$ cat src/rtl/spi_txn_arbiter_if.sv
// Bundled requester, response, config and SPI-master signals of the transaction arbiter.
// The slave view belongs to the arbiter; the master view drives it.
interface spi_txn_arbiter_if #(
    parameter int NUM_REQ       = 4,
    parameter int CLK_DIV_WIDTH = 8
);
    logic [NUM_REQ-1:0]       req_valid;
    logic [8*NUM_REQ-1:0]     req_data;
    logic [NUM_REQ-1:0]       req_lock;
    logic [NUM_REQ-1:0]       req_ready;
    logic                     rsp_valid;
    logic                     rsp_ready;
    logic [7:0]               rsp_data;
    logic [2:0]               rsp_id;
    logic                     rsp_err;
    logic                     cfg_we;
    logic [2:0]               cfg_idx;
    logic [1:0]               cfg_mode;
    logic [CLK_DIV_WIDTH-1:0] cfg_div;
    logic [1:0]               cfg_cs;
    logic                     m_start;
    logic [7:0]               m_data_tx;
    logic [1:0]               m_cpol_cpha;
    logic [CLK_DIV_WIDTH-1:0] m_clk_div;
    logic [1:0]               m_cs_select;
    logic                     m_busy;
    logic                     m_done;
    logic [7:0]               m_data_rx;

    modport slave (
        input  req_valid, req_data, req_lock, rsp_ready,
        input  cfg_we, cfg_idx, cfg_mode, cfg_div, cfg_cs,
        input  m_busy, m_done, m_data_rx,
        output req_ready, rsp_valid, rsp_data, rsp_id, rsp_err,
        output m_start, m_data_tx, m_cpol_cpha, m_clk_div, m_cs_select
    );

    modport master (
        output req_valid, req_data, req_lock, rsp_ready,
        output cfg_we, cfg_idx, cfg_mode, cfg_div, cfg_cs,
        output m_busy, m_done, m_data_rx,
        input  req_ready, rsp_valid, rsp_data, rsp_id, rsp_err,
        input  m_start, m_data_tx, m_cpol_cpha, m_clk_div, m_cs_select
    );
endinterface

$ cat src/rtl/spi_txn_arbiter.sv
// Round-robin arbiter serialising per-requester SPI byte transactions onto one SPI master,
// with per-requester mode/divider/chip-select, locked bursts and a completion timeout.
module spi_txn_arbiter #(
    parameter int NUM_REQ       = 4,
    parameter int CLK_DIV_WIDTH = 8,
    parameter int TIMEOUT       = 4096
) (
    input logic              clk,
    input logic              reset,
    spi_txn_arbiter_if.slave bus
);
    localparam int TW = $clog2(TIMEOUT) + 1;

    typedef enum logic [2:0] {IDLE, ISSUE, WAIT_DONE, RESP, ERR} state_t;
    state_t state_reg, state_next;

    logic [TW-1:0]            timer_reg;
    logic [2:0]               last_grant_reg, winner_reg;
    logic [NUM_REQ-1:0]       win_onehot_reg;
    logic [7:0]               tx_reg, rx_reg;
    logic [1:0]               m_mode_reg, m_cs_reg;
    logic [CLK_DIV_WIDTH-1:0] m_div_reg;

    logic [NUM_REQ-1:0] upper_mask, upper_req, pick_vec, pick_onehot, sel_onehot;
    logic [NUM_REQ-1:0] req_ready_next;
    logic               grant_new, grant_cont, m_start_next, lock_hit, handshake;

    logic [2:0]               idx_chain  [NUM_REQ+1];
    logic [7:0]               data_chain [NUM_REQ+1];
    logic [1:0]               mode_chain [NUM_REQ+1];
    logic [1:0]               cs_chain   [NUM_REQ+1];
    logic [CLK_DIV_WIDTH-1:0] div_chain  [NUM_REQ+1];

    assign idx_chain[0]  = '0;
    assign data_chain[0] = '0;
    assign mode_chain[0] = '0;
    assign cs_chain[0]   = '0;
    assign div_chain[0]  = '0;

    // Requesters above last_grant take priority; otherwise wrap to the lowest valid one.
    assign upper_req   = bus.req_valid & upper_mask;
    assign pick_vec    = (|upper_req) ? upper_req : bus.req_valid;
    assign pick_onehot = pick_vec & (-pick_vec);
    assign sel_onehot  = (state_reg == IDLE) ? pick_onehot : win_onehot_reg;
    assign lock_hit    = |(win_onehot_reg & bus.req_lock & bus.req_valid);
    assign handshake   = bus.rsp_valid && bus.rsp_ready;

    generate
        for (genvar gi = 0; gi < NUM_REQ; gi++) begin : g_req
            logic [1:0]               mode_reg;
            logic [CLK_DIV_WIDTH-1:0] div_reg;
            logic [1:0]               cs_reg;

            always_ff @(posedge clk or posedge reset) begin
                if (reset) begin
                    mode_reg <= 2'b00;
                    div_reg  <= CLK_DIV_WIDTH'(2);
                    cs_reg   <= 2'(gi % 4);
                end else if (bus.cfg_we && bus.cfg_idx == 3'(gi)) begin
                    mode_reg <= bus.cfg_mode;
                    div_reg  <= bus.cfg_div;
                    cs_reg   <= bus.cfg_cs;
                end
            end

            assign upper_mask[gi]   = (3'(gi) > last_grant_reg);
            assign idx_chain[gi+1]  = idx_chain[gi]  | (sel_onehot[gi] ? 3'(gi) : 3'd0);
            assign data_chain[gi+1] = data_chain[gi] | (sel_onehot[gi] ? bus.req_data[8*gi +: 8] : 8'h00);
            assign mode_chain[gi+1] = mode_chain[gi] | (sel_onehot[gi] ? mode_reg : 2'b00);
            assign cs_chain[gi+1]   = cs_chain[gi]   | (sel_onehot[gi] ? cs_reg : 2'b00);
            assign div_chain[gi+1]  = div_chain[gi]  | (sel_onehot[gi] ? div_reg : '0);
        end
    endgenerate

    always_comb begin
        state_next     = state_reg;
        req_ready_next = '0;
        grant_new      = 1'b0;
        grant_cont     = 1'b0;
        m_start_next   = 1'b0;
        case (state_reg)
            IDLE: begin
                if (|bus.req_valid) begin
                    req_ready_next = pick_onehot;
                    grant_new      = 1'b1;
                    state_next     = ISSUE;
                end
            end
            ISSUE: begin
                if (!bus.m_busy) begin
                    m_start_next = 1'b1;
                    state_next   = WAIT_DONE;
                end
            end
            WAIT_DONE: begin
                if (bus.m_done)
                    state_next = RESP;
                else if (timer_reg == TW'(TIMEOUT - 2))
                    state_next = ERR;
            end
            RESP, ERR: begin
                if (bus.rsp_ready) begin
                    // A locked requester keeps chip-select: reissue without re-arbitrating.
                    if (state_reg == RESP && lock_hit) begin
                        req_ready_next = win_onehot_reg;
                        grant_cont     = 1'b1;
                        state_next     = ISSUE;
                    end else begin
                        state_next = IDLE;
                    end
                end
            end
            default: state_next = IDLE;
        endcase
    end

    always_ff @(posedge clk or posedge reset) begin
        if (reset) begin
            state_reg      <= IDLE;
            timer_reg      <= '0;
            last_grant_reg <= 3'(NUM_REQ - 1);
            winner_reg     <= '0;
            win_onehot_reg <= '0;
            tx_reg         <= '0;
            rx_reg         <= '0;
            m_mode_reg     <= 2'b00;
            m_div_reg      <= CLK_DIV_WIDTH'(2);
            m_cs_reg       <= 2'b00;
        end else begin
            state_reg <= state_next;
            timer_reg <= (state_reg == WAIT_DONE) ? timer_reg + 1'b1 : '0;
            if (grant_new) begin
                winner_reg     <= idx_chain[NUM_REQ];
                win_onehot_reg <= pick_onehot;
                m_mode_reg     <= mode_chain[NUM_REQ];
                m_div_reg      <= div_chain[NUM_REQ];
                m_cs_reg       <= cs_chain[NUM_REQ];
            end
            if (grant_new || grant_cont)
                tx_reg <= data_chain[NUM_REQ];
            if (state_reg == WAIT_DONE && bus.m_done)
                rx_reg <= bus.m_data_rx;
            if (handshake)
                last_grant_reg <= winner_reg;
        end
    end

    assign bus.req_ready   = reset ? '0 : req_ready_next;
    assign bus.m_start     = m_start_next;
    assign bus.rsp_valid   = (state_reg == RESP) || (state_reg == ERR);
    assign bus.rsp_err     = (state_reg == ERR);
    assign bus.rsp_data    = (state_reg == ERR) ? 8'h00 : rx_reg;
    assign bus.rsp_id      = winner_reg;
    assign bus.m_data_tx   = tx_reg;
    assign bus.m_cpol_cpha = m_mode_reg;
    assign bus.m_clk_div   = m_div_reg;
    assign bus.m_cs_select = m_cs_reg;
endmodule

$ cat src/flat_wrapper.sv
// flat-port wrapper written by rule: the top's interface ports become plain ports
module spi_txn_arbiter_flat 
#(
    parameter int NUM_REQ       = 4,
    parameter int CLK_DIV_WIDTH = 8,
    parameter int TIMEOUT       = 4096
)
  (clk, reset, bus_req_valid, bus_req_data, bus_req_lock, bus_rsp_ready, bus_cfg_we, bus_cfg_idx, bus_cfg_mode, bus_cfg_div, bus_cfg_cs, bus_m_busy, bus_m_done, bus_m_data_rx, bus_req_ready, bus_rsp_valid, bus_rsp_data, bus_rsp_id, bus_rsp_err, bus_m_start, bus_m_data_tx, bus_m_cpol_cpha, bus_m_clk_div, bus_m_cs_select);
  spi_txn_arbiter_if #(.NUM_REQ(NUM_REQ), .CLK_DIV_WIDTH(CLK_DIV_WIDTH)) bus_i ();
  input logic clk;
  input logic reset;
  input wire logic [$bits(bus_i.req_valid)-1:0] bus_req_valid;
  input wire logic [$bits(bus_i.req_data)-1:0] bus_req_data;
  input wire logic [$bits(bus_i.req_lock)-1:0] bus_req_lock;
  input wire logic [$bits(bus_i.rsp_ready)-1:0] bus_rsp_ready;
  input wire logic [$bits(bus_i.cfg_we)-1:0] bus_cfg_we;
  input wire logic [$bits(bus_i.cfg_idx)-1:0] bus_cfg_idx;
  input wire logic [$bits(bus_i.cfg_mode)-1:0] bus_cfg_mode;
  input wire logic [$bits(bus_i.cfg_div)-1:0] bus_cfg_div;
  input wire logic [$bits(bus_i.cfg_cs)-1:0] bus_cfg_cs;
  input wire logic [$bits(bus_i.m_busy)-1:0] bus_m_busy;
  input wire logic [$bits(bus_i.m_done)-1:0] bus_m_done;
  input wire logic [$bits(bus_i.m_data_rx)-1:0] bus_m_data_rx;
  output wire logic [$bits(bus_i.req_ready)-1:0] bus_req_ready;
  output wire logic [$bits(bus_i.rsp_valid)-1:0] bus_rsp_valid;
  output wire logic [$bits(bus_i.rsp_data)-1:0] bus_rsp_data;
  output wire logic [$bits(bus_i.rsp_id)-1:0] bus_rsp_id;
  output wire logic [$bits(bus_i.rsp_err)-1:0] bus_rsp_err;
  output wire logic [$bits(bus_i.m_start)-1:0] bus_m_start;
  output wire logic [$bits(bus_i.m_data_tx)-1:0] bus_m_data_tx;
  output wire logic [$bits(bus_i.m_cpol_cpha)-1:0] bus_m_cpol_cpha;
  output wire logic [$bits(bus_i.m_clk_div)-1:0] bus_m_clk_div;
  output wire logic [$bits(bus_i.m_cs_select)-1:0] bus_m_cs_select;
  assign bus_i.req_valid = bus_req_valid;
  assign bus_i.req_data = bus_req_data;
  assign bus_i.req_lock = bus_req_lock;
  assign bus_i.rsp_ready = bus_rsp_ready;
  assign bus_i.cfg_we = bus_cfg_we;
  assign bus_i.cfg_idx = bus_cfg_idx;
  assign bus_i.cfg_mode = bus_cfg_mode;
  assign bus_i.cfg_div = bus_cfg_div;
  assign bus_i.cfg_cs = bus_cfg_cs;
  assign bus_i.m_busy = bus_m_busy;
  assign bus_i.m_done = bus_m_done;
  assign bus_i.m_data_rx = bus_m_data_rx;
  assign bus_req_ready = bus_i.req_ready;
  assign bus_rsp_valid = bus_i.rsp_valid;
  assign bus_rsp_data = bus_i.rsp_data;
  assign bus_rsp_id = bus_i.rsp_id;
  assign bus_rsp_err = bus_i.rsp_err;
  assign bus_m_start = bus_i.m_start;
  assign bus_m_data_tx = bus_i.m_data_tx;
  assign bus_m_cpol_cpha = bus_i.m_cpol_cpha;
  assign bus_m_clk_div = bus_i.m_clk_div;
  assign bus_m_cs_select = bus_i.m_cs_select;
  spi_txn_arbiter #(.NUM_REQ(NUM_REQ), .CLK_DIV_WIDTH(CLK_DIV_WIDTH), .TIMEOUT(TIMEOUT)) u_core (.clk(clk), .reset(reset), .bus(bus_i));
endmodule
$ cat config.mk
export PLATFORM = sky130hd
export DESIGN_NAME = spi_txn_arbiter_flat
export DESIGN_NICKNAME = d
export VERILOG_FILES = /design/src/rtl/spi_txn_arbiter_if.sv /design/src/rtl/spi_txn_arbiter.sv /design/src/flat_wrapper.sv
export SDC_FILE = /design/constraint.sdc
export NUM_CORES = 1
export LEC_CHECK = 0
export ABC_AREA = 1
export CAP_MARGIN = 20
export CORE_UTILIZATION = 51
export CTS_CLUSTER_DIAMETER = 50
export DETAILED_ROUTE_END_ITERATION = 8
export DONT_BUFFER_PORTS = 1
export GPL_TIMING_DRIVEN = 1
export PLACE_DENSITY = 0.73
export SLEW_MARGIN = 20
export SYNTH_ARGS = -nofsm -noshare
export SYNTH_HDL_FRONTEND = slang
export SYNTH_SLANG_ARGS = --single-unit
export TNS_END_PERCENT = 30
$ cat constraint.sdc
create_clock -name clk -period 3.6 [get_ports clk]
set_input_delay 0.54 -clock clk [delete_from_list [all_inputs] [get_ports clk]]
set_output_delay 0.54 -clock clk [all_outputs]
set_load 0.02 [all_outputs]
==> results.json, run 1 <==
{
  "overflow": 0,
  "multi_input_area_mm2": 0.00200,
  "worst-r2r-cell-count": 11,
  "fin_ws_ns": 0.783,
  "detail_route.wl_per_cell_um": 14.7,
  "ff2ff_setup_slack_ns": 1.29,
  "p_leak_nw": 2.48,
  "syn_to_final_growth_pct": 5.20,
  "htreeDepth": 3,
  "yosys_most_used_dff": "dfrtp_1",
  "route.detailed.drc": 0,
  "top_level_ports": 107,
  "chipWidth_um": 100,
  "cp_data_required_time_ns": 3.06,
  "finalNonFillerCells": 761,
  "portBuffers": 0,
  "grt_setup_unrepaired": "no",
  "synth_nets": 708,
  "ir_worst_vdd_mv": 0.424,
  "dp_slack_ns": 1.20,
  "power_density_mw_per_mm2": 828,
  "fp.dieH_um": 100,
  "cts_setup_buffers": 0,
  "vias": 4001,
  "hold_buffers": 0,
  "r2r-end": "u_core.bus.m_clk_div[7]",
  "crit_fanout": 31,
  "synth_seq_cells": 100,
  "post-route-min-period_ns": 2.82,
  "place_hpwl_mm": 7.62,
  "n_antenna_cell": 0,
  "cts-resized-gates": 0,
  "critPathBufInv": 2,
  "synth_seq_area_share": 0.510,
  "worst_slew_pin_slew_ns": 1.09,
  "insertion_delay_ns": 0.36,
  "drtAntennaViolNets": 0,
  "vias_per_cell": 5.26,
  "yosys-top-cells-area": "dfrtp_1 45%, nand2_1 13%, nor2_1 7.5%",
  "finalWirelength_mm": 11.2,
  "fin_crit_sh": 0.783,
  "core_mm2": 0.00928,
  "syn_area_per_cell_um2": 7.74,
  "drtPass1Iterations": 5,
  "initialDrtViolationCount": 218,
  "async_flop_share": 1.00,
  "cp_data_arrival_time_ns": 2.28,
  "hold_violations": 0,
  "crit_path_max_incr_delay_ns": 0.47,
  "hold_ws_ns": 0.211,
  "path_clk_slew_ns": 0.11,
  "fmax_ghz": 0.355,
  "clkSinkCount": 100,
  "status": "finished clean",
  "drive_above_1_share": 0.0854,
  "fillCellCount": 897,
  "cp_common_cell": "nand2_4",
  "synth_common_cells": "168 x nand2_1, 98 x nor2_1, 89 x dfrtp_1",
  "seq_area_mm2": 0.00252,
  "synth_top_area_frac": 0.452,
  "grt.total_usage": 0.232,
  "clockBufferDepth": 2,
  "antenna_found_initial": 0,
  "slew_viol_final": 0,
  "worst_setup_path_end_kind": "output pin",
  "synth_top_area_cell": "dfrtp_1",
  "crit_type": "register to output pin",
  "regToRegStartpoint": "u_core.state_reg[1]",
  "cts_tree": "yes",
  "dpl.cell_count": 745,
  "grt_pass1_vias": 3767,
  "yosysUniqueCellTypes": 37,
  "min-delay-path-class": "input port to async pin",
  "root_buffer": "clkbuf_8",
  "row_count": 35,
  "place.gp.congestion": 0.887,
  "initial_core_util": 0.531,
  "synth_area_mm2": 0.00493,
  "die_area_mm2": 0.0101,
  "grt_pass1_wl_mm": 18.1,
  "fin_nets": 698,
  "synth_edf_count": 0,
  "cap_violations": 0,
  "fin_util": 0.559,
  "grt_max_degree": 72,
  "setup_viol": 0,
  "crit_path_cell_trace": "nor2_4 > nand2_4 > inv_4 > nand2_4 > inv_2 > nand3_2 > a21oi_1",
  "tns_ns": 0,
  "cts_made_buffers": 9,
  "largest_register_ffs": 32,
  "postSynthCellCount": 637,
  "critical-path-top-delay-family": "simple AND/OR/NAND/NOR gates",
  "cpMaxStageDelayCell": "dfrtp_1",
  "yosys_warnings": 0,
  "critPathLaunchType": "register",
  "relSlewSlack": 0.274,
  "yosysMostFrequentCell": "nand2_1",
  "fin_skew_ns": 0.0171
}
==> logic make-up (layout without fill, tap and decap cells) <==
logic type | count (synthesis) | count (layout) | synth area share
AOI/OAI and AO/OA | 90 | 90 | 0.0982
DFF | 100 | 100 | 0.510
other | 1 | 1 | 0.000760
buffers and inverters | 96 | 91 | 0.0842
and+or+nand+nor | 346 | 346 | 0.298
adders and majority gates | 2 | 2 | 0.00507
xor gates and xnor gates | 2 | 2 | 0.00355
==> power breakdown <==
group          internal (W)  leakage (nW)  switching, W  total [W]
combinational      0.000487          1.14       0.00117    0.00166
clock              0.000369         0.111      0.000402   0.000770
sequential          0.00148          1.23      0.000393    0.00187
total               0.00233          2.48       0.00196    0.00430
==> metrics by stage <==
step / area [um^2] / total power (W)
after floorplan: 4930 / 0.00324
after global placement: 4970 / 0.00348
after detailed placement: 4970 / 0.00354
after CTS: 5190 / 0.00431
after global routing: 5190 / 0.00464
final: 5190 / 0.00430
==> worst max-delay path by stage <==
stage	from	to	slack (ns)	depth (start not counted)
after floorplan	reset	u_core.bus.m_clk_div[0]	0.46	1
after global placement	u_core.state_reg[0]	bus_req_ready[1]	1.25	7
after detailed placement	u_core.state_reg[1]	bus_req_ready[1]	1.20	7
after CTS	u_core.state_reg[1]	bus_req_ready[1]	0.77	7
after global routing	u_core.state_reg[1]	bus_req_ready[1]	0.59	7
final	u_core.state_reg[1]	bus_req_ready[1]	0.78	7
==> per-layer routing <==
metal	part of all wire	global-route usage	routed length (um)	up-vias
li1	-	-	-	1983
met1	0.45	0.315	5040	1847
met2	0.47	0.358	5220	158
met3	0.073	0.0641	820	13
met4	0.012	0.0803	129	0
met5	0	0	0	-
==> layout make-up <==
cell class              count  share of cell area
well taps                 129              0.0311
clock inverters             5              0.0125
flip-flops and latches    100               0.485
repair buffers              2             0.00289
clock buffers              11              0.0292
multi-input cells         441               0.385
inverters                  73              0.0538
==> placed cells by master (no fill, tap or decap) <==
cell	n
inv_1	65
a211oi_1	1
nor3_1	6
dfstp_2	11
nor2_1	98
nand3_1	55
conb_1	1
inv_2	5
xnor2_1	1
inv_6	3
or2_2	1
ha_1	2
clkinv_1	1
bufinv_16	1
nand3_2	2
o22ai_1	1
o21ai_0	69
nand4_1	3
clkinv_4	1
nor2_4	2
nand2_4	2
nor3_2	1
nor4_1	1
o21bai_2	1
dfrtp_1	89
nand2_2	6
nand2_1	168
o21ai_4	1
a2bb2oi_1	1
o21ai_2	1
o21ai_1	1
clkbuf_8	11
buf_4	2
a21oi_1	12
nand4_4	1
xor2_1	1
o21a_1	2
inv_4	2
==> worst reg2reg max path, delay by kind of cell (launching register included) <==
kind / cells / cell delay, ns
buffers and inverters: 2 / 0.49
DFF: 1 / 0.47
and+or+nand+nor: 9 / 1.27
Note: power is estimated with default switching activity, not from simulation.
==> run 2: changes to the inputs <==
==> constraint.sdc (replaced) <==
create_clock -name clk -period 2.9 [get_ports clk]
set_input_delay 0.435 -clock clk [delete_from_list [all_inputs] [get_ports clk]]
set_output_delay 0.435 -clock clk [all_outputs]
set_load 0.02 [all_outputs]
==> run 2 against run 1 <==
  * Routed wire length shrank 1.9%
  * Non-clock buffer count up 3
  * Global-route usage decreased by 0.92 points
  * Sequential cell count unchanged
  * Critical path depth stayed put
  * Sequential power grew 24%
  * Register-to-register slack got worse by 0.55 ns
  * Sequential share of layout area down 0.23 points
  * Total power grew 24%
  * Cell count is 0.39% higher
  * Worst hold slack lost 0.16 ns
  * Die area is the same
  * Critical endpoint is now bus_req_ready[2]
  * Largest cell class unchanged
  * Highest routed layer unchanged
==> results.json, run 2 (synthesized netlist as in run 1, its figures left out) <==
{
  "multi_input_area_mm2": 0.00200,
  "die_area_mm2": 0.0101,
  "hold_buffers": 0,
  "cpMaxStageDelayCell": "a21oi_1",
  "overflow": 0,
  "place.gp.congestion": 0.908,
  "fp.dieH_um": 100,
  "route.detailed.drc": 0,
  "crit_path_max_incr_delay_ns": 0.42,
  "critical-path-top-delay-family": "simple AND/OR/NAND/NOR gates",
  "cp_common_cell": "inv_1",
  "critPathLaunchType": "register",
  "cts_setup_buffers": 0,
  "cap_violations": 0,
  "root_buffer": "clkbuf_8",
  "fillCellCount": 908,
  "top_level_ports": 107,
  "cp_data_arrival_time_ns": 2.11,
  "grt_setup_unrepaired": "no",
  "slew_viol_final": 0,
  "chipWidth_um": 100,
  "final_common_cell": "nand2_1",
  "place_hpwl_mm": 7.67,
  "initial_core_util": 0.531,
  "drtPass1Iterations": 4,
  "cts-resized-gates": 0,
  "fin_ws_ns": 0.352,
  "relSlewSlack": 0.412,
  "tns_ns": 0,
  "row_count": 35,
  "power_density_mw_per_mm2": 1020,
  "initialDrtViolationCount": 295,
  "core_mm2": 0.00928,
  "ir_worst_vdd_mv": 0.397,
  "clkSinkCount": 100,
  "fin_nets": 701,
  "path_clk_slew_ns": 0.11,
  "hold_violations": 0,
  "portBuffers": 0,
  "vias_per_cell": 5.23,
  "critPathBufInv": 2,
  "drive_above_1_share": 0.0898,
  "htreeDepth": 3,
  "setup_viol": 0,
  "fin_skew_ns": 0.0137,
  "detail_route.wl_per_cell_um": 14.4,
  "grt_max_degree": 44,
  "fmax_ghz": 0.393,
  "drtAntennaViolNets": 0,
  "cts_tree": "yes",
  "worst_setup_path_end_kind": "output pin",
  "vias": 3999,
  "syn_to_final_growth_pct": 5.71,
  "crit_fanout": 22,
  "dp_slack_ns": 0.743,
  "worst_slew_pin_slew_ns": 0.880,
  "final_cell_mix": "168 x nand2_1, 98 x nor2_1, 89 x dfrtp_1",
  "crit_type": "register to output pin",
  "post-route-min-period_ns": 2.55,
  "antenna_found_initial": 0,
  "fin_crit_sh": 0.878,
  "n_antenna_cell": 0,
  "finalWirelength_mm": 11.0,
  "insertion_delay_ns": 0.36,
  "crit_path_cell_trace": "inv_1 > nand3_2 > nand4_4 > nand2_2 > nor2_1 > inv_1 > a21oi_1",
  "clockBufferDepth": 2,
  "largest_register_ffs": 32,
  "grt_pass1_vias": 3780,
  "status": "finished clean",
  "cp_data_required_time_ns": 2.47,
  "grt_pass1_wl_mm": 17.7,
  "grt.total_usage": 0.222,
  "min-delay-path-class": "input port to async pin",
  "cts_made_buffers": 9,
  "p_leak_nw": 2.49,
  "seq_area_mm2": 0.00252
}
-- run 2: power breakdown --
part           internal (W)  switching [W]  leakage (nW)
Clock              0.000415       0.000520         0.107
Sequential          0.00183       0.000476          1.23
Combinational      0.000627        0.00144          1.15
-- run 2: worst paths after layout --
| kind | to | cells past startpoint | slack [ns] | from |
|---|---|---|---|---|
| setup / recovery | bus_req_ready[2] | 7 | 0.35 | u_core.last_grant_reg[0] |
| hold / removal | u_core.bus.m_data_tx[5] | 1 | 0.06 | reset |
| setup reg to reg | u_core.bus.m_data_tx[1] | 9 | 0.74 | u_core.last_grant_reg[0] |
| hold reg to reg | u_core.g_req[0].cs_reg[1] | 2 | 0.49 | u_core.g_req[0].cs_reg[1] |
| max in group asynchronous | u_core.g_req[1].mode_reg[0] | 2 | 2.07 | reset |
| min in group clk | u_core.rx_reg[1] | 2 | 0.19 | bus_m_data_rx[1] |
-- run 2: layout make-up --
type	count	share of cell area
Clock buffer	9	0.0238
Clock inverter	7	0.0156
Multi-Input combinational cell	441	0.384
Timing Repair Buffer	5	0.00960
Tap cell	129	0.0310
Sequential cell	100	0.483
Inverter	73	0.0538
-- run 2: worst reg2reg max path, cell delays in order, from the launching register on --
cell	delay, ns
dfstp_2	0.39
inv_1	0.10
nand3_2	0.14
nand4_4	0.13
nand2_2	0.30
o21ai_4	0.48
inv_1	0.25
nor2_1	0.16
nor2_1	0.07
nor2_1	0.08
-- run 2: per-layer routing --
layer / routed length (um) / part of all wire / vias to the layer above / GRT usage
met5: 0 / 0 / - / 0
met4: 165 / 0.015 / 0 / 0.0825
met3: 733 / 0.067 / 16 / 0.0467
met2: 5160 / 0.47 / 121 / 0.363
met1: 4940 / 0.45 / 1876 / 0.293
li1: - / - / 1986 / -
-- run 2: metrics by stage --
step | instances | cell area [um^2] | hold WS [ns] | total power [W] | util
after floorplan | 637 | 4930 | 0.453 | 0.00402 | -
after global placement | 748 | 5010 | 0.466 | 0.00434 | 0.539
after detailed placement | 748 | 5010 | 0.473 | 0.00441 | 0.539
after CTS | 764 | 5210 | 0.0728 | 0.00534 | 0.561
after global routing | 764 | 5210 | 0.102 | 0.00572 | 0.561
final | 764 | 5210 | 0.0560 | 0.00531 | 0.561
==> run 3: changes to the inputs <==
--- a/config.mk
+++ b/config.mk
@@ -13,6 +13,7 @@
 export DONT_BUFFER_PORTS = 1
 export GPL_TIMING_DRIVEN = 1
 export PLACE_DENSITY = 0.73
+export REMOVE_ABC_BUFFERS = 1
 export SLEW_MARGIN = 20
 export SYNTH_ARGS = -nofsm -noshare
 export SYNTH_HDL_FRONTEND = slang
==> run 3 against run 2 <==
  * Die area stayed put
  * Critical endpoint unchanged
  * Cell area is essentially flat
  * Clock power fell by 3.5%
  * Highest routed layer unchanged
  * Maximum frequency decreased by 1.4%
  * Sequential cell count unchanged
  * Combinational power rose by 2%
  * First-iteration DRC count decreased by 27%
==> results.json, run 3 (synthesized netlist as in run 1, its figures left out) <==
{
  "htreeDepth": 3,
  "p_switching_w": 0.00241,
  "clockBufferDepth": 2,
  "path_clk_slew_ns": 0.09,
  "row_count": 35,
  "grt_pass1_wl_mm": 17.8,
  "finalWirelength_mm": 11.1,
  "clockPowerShare": 0.170,
  "syn_to_final_growth_pct": 5.73,
  "cp_data_arrival_time_ns": 2.15,
  "grt_setup_unrepaired": "no",
  "p_seq_frac": 0.433,
  "fmax_ghz": 0.387,
  "fp.dieH_um": 100,
  "intPower_w": 0.00291,
  "insertion_delay_ns": 0.35,
  "vias_per_cell": 5.30,
  "min-delay-path-class": "input port to register",
  "grt_use_met1": 0.293,
  "crit_fanout": 22,
  "place_hpwl_mm": 7.73,
  "multi_input_area_mm2": 0.00200,
  "fin_ws_ns": 0.317,
  "swShare": 0.454,
  "fin_nets": 701,
  "drtAntennaViolNets": 0,
  "largest_register_ffs": 32,
  "antenna_found_initial": 0,
  "place.gp.congestion": 0.908,
  "portBuffers": 0,
  "fin_crit_sh": 0.891,
  "hold_violations": 0,
  "n_antenna_cell": 0,
  "fin_skew_ns": 0.00705,
  "dp_slack_ns": 0.670,
  "seq_area_mm2": 0.00252,
  "crit_path_cell_trace": "nor2_4 > nand2_4 > inv_4 > nand2_2 > nor2_1 > inv_1 > a21oi_1",
  "cts_tree": "yes",
  "relSlewSlack": 0.381,
  "final_cell_mix": "168 x nand2_1, 98 x nor2_1, 89 x dfrtp_1",
  "top_usage_layer": "met2",
  "drtPass1Iterations": 4,
  "top_level_ports": 107,
  "cap_violations": 0,
  "grt.total_usage": 0.228,
  "status": "finished clean",
  "cts_made_buffers": 9,
  "fillCellCount": 880,
  "combPwrFrac": 0.397,
  "ir_worst_vdd_mv": 0.492,
  "initial_core_util": 0.531,
  "cpMaxStageDelayCell": "dfrtp_1",
  "crit_path_max_incr_delay_ns": 0.46,
  "vias": 4048,
  "worst_slew_pin_slew_ns": 0.920,
  "grt_max_degree": 77,
  "root_buffer": "clkbuf_8",
  "post-route-min-period_ns": 2.58,
  "final_common_cell": "nand2_1",
  "cts-resized-gates": 0,
  "grt_use_met2": 0.380,
  "grt_pass1_vias": 3729,
  "chipWidth_um": 100,
  "critPathLaunchType": "register",
  "p_leak_nw": 2.49,
  "finalNonFillerCells": 764,
  "grtUsageMet3": 0.0467,
  "drive_above_1_share": 0.0850,
  "die_area_mm2": 0.0101,
  "overflow": 0,
  "setup_viol": 0,
  "worst_setup_path_end_kind": "output pin",
  "dpl.cell_count": 747,
  "hold_ws_ns": 0.201,
  "crit_type": "register to output pin",
  "cp_data_required_time_ns": 2.47,
  "core_mm2": 0.00928,
  "power_density_mw_per_mm2": 1020,
  "clkSinkCount": 100,
  "detail_route.wl_per_cell_um": 14.6,
  "route.detailed.drc": 0,
  "slew_viol_final": 0,
  "initialDrtViolationCount": 215
}
[run 3: path summary, 6_finish.rpt]
kind                                              end           startpoint  depth (start not counted)  slack (ns)
max in group asynchronous  u_core.g_req[1].div_reg[1]                reset                          3        1.61
setup reg to reg              u_core.bus.m_data_tx[5]  u_core.state_reg[1]                          9        0.63
min in group asynchronous        u_core.bus.rsp_id[1]                reset                          2        0.57
hold reg to reg                   u_core.timer_reg[0]  u_core.timer_reg[0]                          1        0.49
hold / removal                       u_core.rx_reg[6]     bus_m_data_rx[6]                          2        0.20
setup / recovery                     bus_req_ready[2]  u_core.state_reg[1]                          7        0.32
[run 3: final cells by class]
type                            instances  share of cell area
Clock buffer                           13              0.0305
Clock inverter                          3             0.00888
Inverter                               73              0.0535
Multi-Input combinational cell        441               0.383
Sequential cell                       100               0.483
Tap cell                              129              0.0310
Timing Repair Buffer                    5              0.0101
[run 3: per-layer routing]
layer	wire length, um	up-vias
li1	-	1981
met1	4900	1908
met3	732	18
met5	0	-
met4	162	0
met2	5340	141
[run 3: per-stage QoR]
step	power (W)	cell area, um^2	utilization	setup TNS (ns)
3_3_place_gp	0.00435	5000	0.538	0
2_1_floorplan	0.00386	4790	-	-12.07
4_1_cts	0.00535	5210	0.562	0
3_5_place_dp	0.00445	5000	0.538	0
6_report	0.00532	5210	0.562	0
5_1_grt	0.00575	5210	0.562	0
[run 3: power groups by stage]
| stage | logic (W) | clock network (W) | registers, W |
|---|---|---|---|
| final | 0.00211 | 0.000902 | 0.00230 |
| after global routing | 0.00241 | 0.000994 | 0.00235 |
| after CTS | 0.00212 | 0.000927 | 0.00231 |
| after detailed placement | 0.00212 | 0 | 0.00233 |
| after global placement | 0.00204 | 0 | 0.00231 |
| after floorplan | 0.00162 | 0 | 0.00224 |
[run 3: critical path, delay by kind of cell, from the launching register on]
| kind | cells | cell delay [ns] |
|---|---|---|
| buffers and inverters | 2 | 0.16 |
| AND/OR/NAND/NOR | 4 | 0.77 |
| flip-flops | 1 | 0.46 |
| AO/OA/AOI/OAI | 1 | 0.41 |
[run 3: timing repair]
action | in CTS | in global routing
setup buffers | 0 | 0
endpoints found under the setup margin | 0 | 0
hold buffers | 1 | 0
endpoints found under the hold margin | 22 | 0
